## config.mk

```make
export PLATFORM = sky130hd
export DESIGN_NAME = risk_alert_ctrl
export DESIGN_NICKNAME = d
export VERILOG_FILES = /design/src/rtl/risk_pkg.sv /design/src/rtl/risk_window_avg.sv /design/src/rtl/risk_alert_ctrl.sv
export SDC_FILE = /design/constraint.sdc
export NUM_CORES = 1
export LEC_CHECK = 0
export BUFFER_PORTS_ARGS = -buffer_cell sky130_fd_sc_hd__buf_4
export CORE_ASPECT_RATIO = 0.5
export CORE_UTILIZATION = 30
export DETAILED_ROUTE_END_ITERATION = 8
export PLACE_DENSITY = 0.55
export SYNTH_ARGS = -nofsm -noshare
export SYNTH_HDL_FRONTEND = slang
export SYNTH_SLANG_ARGS = --single-unit
```

## constraint.sdc

```tcl
create_clock -name clk -period 3 [get_ports clk]
set_input_delay 0.3 -clock clk [delete_from_list [all_inputs] [get_ports clk]]
set_output_delay 0.3 -clock clk [all_outputs]
set_load 0.02 [all_outputs]
```

## src/rtl/risk_pkg.sv

```systemverilog
// Shared level encoding and default thresholds for the risk alert path.
// Thresholds are on the fuzzy estimator's 0..255 output scale.
package risk_pkg;

    typedef enum logic [1:0] {
        LVL_SAFE  = 2'd0,
        LVL_WATCH = 2'd1,
        LVL_ALERT = 2'd2
    } level_e;

    localparam int         DEF_WIN_LOG2  = 2;
    localparam logic [7:0] DEF_WARN_ON   = 8'd128;
    localparam logic [7:0] DEF_WARN_OFF  = 8'd96;
    localparam logic [7:0] DEF_ALERT_ON  = 8'd200;
    localparam logic [7:0] DEF_ALERT_OFF = 8'd160;
    localparam int         DEF_PERSIST   = 3;

endpackage

```

## src/rtl/risk_window_avg.sv

```systemverilog
// Power-of-two moving average over the last N accepted risk samples.
// eval pulses the cycle after each accept once the window has filled.
module risk_window_avg #(
    parameter int WIN_LOG2 = 2
) (
    input  logic       clk,
    input  logic       rst_n,
    input  logic       accept,
    input  logic [7:0] risk,
    output logic [7:0] avg_risk,
    output logic       eval
);

    localparam int N  = 1 << WIN_LOG2;
    localparam int SW = 8 + WIN_LOG2;
    localparam logic [WIN_LOG2:0] FILL_FULL = (WIN_LOG2 + 1)'(N);
    localparam logic [WIN_LOG2:0] FILL_LAST = (WIN_LOG2 + 1)'(N - 1);

    logic [7:0]        win [N];
    logic [SW-1:0]     sum;
    logic [SW-1:0]     sum_next;
    logic [WIN_LOG2:0] fill;

    // Slots start at zero, so the sum stays exact even during warm-up.
    assign sum_next = sum + SW'(risk) - SW'(win[N-1]);

    always_ff @(posedge clk) begin
        if (!rst_n) begin
            for (int i = 0; i < N; i++) win[i] <= '0;
            sum      <= '0;
            fill     <= '0;
            avg_risk <= '0;
            eval     <= 1'b0;
        end else begin
            eval <= accept && (fill >= FILL_LAST);
            if (accept) begin
                win[0] <= risk;
                for (int i = 1; i < N; i++) win[i] <= win[i-1];
                sum      <= sum_next;
                avg_risk <= 8'(sum_next >> WIN_LOG2);
                if (fill != FILL_FULL) fill <= fill + 1'b1;
            end
        end
    end

endmodule

```

## src/rtl/risk_alert_ctrl.sv

```systemverilog
// Smoothed risk classifier (SAFE/WATCH/ALERT) with hysteresis, persistence,
// a latched operator alarm and a saturating count of ALERT entries.
module risk_alert_ctrl
    import risk_pkg::*;
#(
    parameter int         WIN_LOG2  = DEF_WIN_LOG2,
    parameter logic [7:0] WARN_ON   = DEF_WARN_ON,
    parameter logic [7:0] WARN_OFF  = DEF_WARN_OFF,
    parameter logic [7:0] ALERT_ON  = DEF_ALERT_ON,
    parameter logic [7:0] ALERT_OFF = DEF_ALERT_OFF,
    parameter int         PERSIST   = DEF_PERSIST
) (
    input  logic       clk,
    input  logic       rst_n,
    input  logic       en,
    input  logic       risk_valid,
    input  logic [7:0] risk,
    input  logic       ack,
    output logic [7:0] avg_risk,
    output logic [1:0] level,
    output logic       alarm,
    output logic [7:0] alert_count
);

    localparam logic [3:0] PERSIST_LAST = 4'(PERSIST - 1);

    level_e     state;
    logic       eval;
    logic       up_cond;
    logic       dn_cond;
    logic       up_hit;
    logic       dn_hit;
    logic       enter_alert;
    logic [3:0] up_cnt;
    logic [3:0] dn_cnt;

    risk_window_avg #(.WIN_LOG2(WIN_LOG2)) u_window (
        .clk      (clk),
        .rst_n    (rst_n),
        .accept   (en && risk_valid),
        .risk     (risk),
        .avg_risk (avg_risk),
        .eval     (eval)
    );

    always_comb begin
        up_cond = 1'b0;
        dn_cond = 1'b0;
        case (state)
            LVL_SAFE:  up_cond = avg_risk >= WARN_ON;
            LVL_WATCH: begin
                up_cond = avg_risk >= ALERT_ON;
                dn_cond = avg_risk < WARN_OFF;
            end
            LVL_ALERT: dn_cond = avg_risk < ALERT_OFF;
            default:   ;
        endcase
    end

    assign up_hit      = eval && up_cond && (up_cnt == PERSIST_LAST);
    assign dn_hit      = eval && dn_cond && (dn_cnt == PERSIST_LAST);
    assign enter_alert = up_hit && (state == LVL_WATCH);
    assign level       = state;

    always_ff @(posedge clk) begin
        if (!rst_n) begin
            state       <= LVL_SAFE;
            up_cnt      <= '0;
            dn_cnt      <= '0;
            alarm       <= 1'b0;
            alert_count <= '0;
        end else begin
            if (up_hit) begin
                state  <= (state == LVL_SAFE) ? LVL_WATCH : LVL_ALERT;
                up_cnt <= '0;
                dn_cnt <= '0;
            end else if (dn_hit) begin
                state  <= (state == LVL_ALERT) ? LVL_WATCH : LVL_SAFE;
                up_cnt <= '0;
                dn_cnt <= '0;
            end else if (eval) begin
                up_cnt <= up_cond ? up_cnt + 1'b1 : '0;
                dn_cnt <= dn_cond ? dn_cnt + 1'b1 : '0;
            end

            // A new ALERT entry outranks a simultaneous acknowledge.
            if (enter_alert) begin
                alarm <= 1'b1;
                if (alert_count != 8'hFF) alert_count <= alert_count + 1'b1;
            end else if (ack && state != LVL_ALERT) begin
                alarm <= 1'b0;
            end
        end
    end

    always_ff @(posedge clk) begin
        if (rst_n) begin
            assert (WARN_OFF < WARN_ON && WARN_ON <= ALERT_OFF && ALERT_OFF < ALERT_ON
                    && PERSIST >= 1 && PERSIST <= 15)
                else $error("risk_alert_ctrl: illegal threshold/persistence configuration");
        end
    end

endmodule

```

==> results.md <==
* Status: complete, no violations
* Pwr dens at 590.1 nW/um^2
* Worst slew pin tran at 616.5 ps
* Nets at 418
* Slowest stage delay, CP at 500 ps
* Number of synthesized flops with an enable pin at 32
* Clock Skew at 5.969 ps
* Final period util at 0.8842
* Worst endpoint data arrival time at 2880 ps
* Cts hold-fix bufs at 0
* Max Cap Violations at 0
* Chip height at 78.13 um
* CTS resizes at 0
* Yosys warning total at 0
* Critical Path Stages at 10
* Fill cells at 1119
* Setup violators final at 0
* Via density at 4.600
* Post-Synthesis Cells at 349
* Yosys cell types at 46
* Hold Crit Class: in2reg
* WL per Instance at 12.49 um
* Cells along the critical path: inv_1 -> fa_1 -> inv_1 -> ha_1 -> nor2b_1 -> o21a_1 -> o21ai_0 -> nand2b_1 -> o21ba_2 -> o32ai_1
* Worst Path Required at 3230 ps
* Synth Register Bits at 65
* Reg2Reg Depth at 10
* Tot GR Track Use at 0.1170
* Clock Sinks at 65
* Critical-path top delay cell: fa_1
* Row cnt at 27
* Initial Util at 0.3119
* Wire length of the first global-routing pass at 10820 um
* Antenna Nets Post-Route at 0
* Setup crit end kind: flop
* Worst rel slew slack at 0.5886
* Max-slew violations at 0
* Initial antenna violation count at 0
* Fraction of registers with async set or reset after synthesis at 0
* Largest net degree at the start of global routing at 36
* Commonest register cell after synthesis: dfxtp_1
* DPL Wire Length at 4487 um
* Tmin final at 2652 ps
* Cell Area, Synth at 3477 sq um
* H-tree depth at 3
* Clk pin slew, worst setup/hold paths at 50 ps
* I/O pin total at 32
* Crit path buf inv count at 2
* CTS tree: built
* Initial DRT Pass Iterations at 4
* Synthesized area per cell at 9.963 sq um
* Startpoint Class: flop
* Most frequent cells in the layout: inv_1 (47), dfxtp_1 (33), buf_4 (33)
* Syn Nets at 394
* Area Overhead vs Synth at 16.44%
* # Post-CTS Setup Buffers at 0
* Critical path class: reg2reg
* Clk root buf: clkbuf_16
* DRC viols at 0
* CORE AREA at 11150 sq um
* Fmax achieved at 0.3770 GHz
* RSZ-0062 raised after global routing: false
* Post-route setup TNS at 0 ps
* Clk Latency, worst-skew pair at 330 ps
* Share of cells above drive strength 1 at 0.1379
* DR vias at 2401
* Number of global-route vias before repair at 2231
* Commonest non-fill, non-tap cell in the layout: inv_1
* CTS Buf Count at 9
* Gpl congestion at 0.7913
* Clock Path Buffers at 2
* Leakage at 1.719 nW
* Diode count at 0
* Most numerous cell on the critical path: inv_1
* Max VDD drop at 0.2140 mV
* Worst Path Max Fanout at 4
* Final hold slack at 309.5 ps
* CP delay by family, top: compound AO/OA/AOI/OAI gates
* Final hold vios at 0
* DIE AREA at 12050 sq um
* Port bufs at 31
* Final WL at 6520 um
* Grt ovf at 0
* Sequential-to-total area share from yosys stat at 0.4664
* Worst hold stages at 4
* Horiz. Die Dim at 154.3 um
* DR iter-0 viols at 113
==> through the flow <==
stage	power, mW	cell area, sq um	setup slack, ps	std cells	util
floorplan	1.382	3477	601.6	349	-
global placement	1.476	3790	406.6	507	0.3400
detailed placement	1.479	3790	360.8	507	0.3400
CTS	2.421	4049	338.2	522	0.3632
global route	2.515	4049	236.5	522	0.3632
finish	2.389	4049	347.5	522	0.3632
==> cells by family after synthesis <==
kind of cell	after synthesis	synth area share
xor gates and xnor gates	10	0.02519
muxes	3	0.008996
DFF	65	0.4664
buffers and inverters	67	0.08420
AOI/OAI and AO/OA	60	0.1123
and+or+nand+nor	112	0.1706
adders and majority gates	32	0.1324
==> power by group <==
group / switching (mW) / internal [mW] / leakage (nW) / total [mW]
combinational: 0.252 / 0.193 / 0.986 / 0.445
sequential: 0.0307 / 0.982 / 0.606 / 1.01
clock: 0.355 / 0.576 / 0.127 / 0.932
==> worst reg2reg max path, delay by kind of cell (launching register included) <==
family          cells  cell delay, ps
fa+ha+maj           2             820
buf+inv             2             130
simple gates        2             280
flops               1             410
compound gates      4             910
==> synth_stat cells (all sizes together), types with 3 or more instances <==
cell type / n / area [sq um]
nand3: 7 / 35.03
nor4: 3 / 18.77
nor3: 4 / 25.02
nor2: 30 / 112.6
nand2b: 7 / 43.79
edfxtp: 32 / 960.9
a211oi: 7 / 52.55
clkbuf: 10 / 37.54
xor2: 3 / 26.28
or4: 4 / 30.03
or3: 4 / 25.02
o21ai: 16 / 80.08
ha: 24 / 300.3
inv: 47 / 176.4
buf: 10 / 78.82
and3: 27 / 168.9
nand2: 17 / 63.81
fa: 8 / 160.2
xnor2: 7 / 61.31
dfxtp: 33 / 660.6
o31ai: 3 / 22.52
a21oi: 19 / 95.09
==> layout make-up <==
type                       count  area [sq um]  share of cell area
timing repair buffer          33         247.7             0.06119
tap                          145         181.4             0.04481
sequential                    65          1622              0.4005
multi-input combinational    217          1563              0.3860
clock inverter                 1         5.005            0.001236
inverter                      47         176.4             0.04357
clock buffer                  14         254.0             0.06273
==> sequential cells by signal (all words and copies together), names as in the netlist <==
register	flops
u_window.sum	10
dn_cnt	4
u_window.fill	3
up_cnt	4
alarm	1
level	2
u_window.win	32
alert_count	8
u_window.eval	1
==> worst paths after layout <==
kind	from	slack [ps]	endpoint
min reg2reg	u_window.sum[0]	460	u_window.sum[0]
min	ack	310	alarm
max	u_window.sum[2]	350	u_window.sum[6]
max reg2reg	u_window.sum[2]	350	u_window.sum[6]
==> per-layer routing <==
metal	up-vias	track usage	routed length [um]
li1	1249	-	-
met1	1127	0.1409	3259
met2	20	0.1945	3056
met3	5	0.04141	167
met4	0	0.04158	37
met5	-	0	0
No activity file was read; power rests on OpenSTA's default activity.
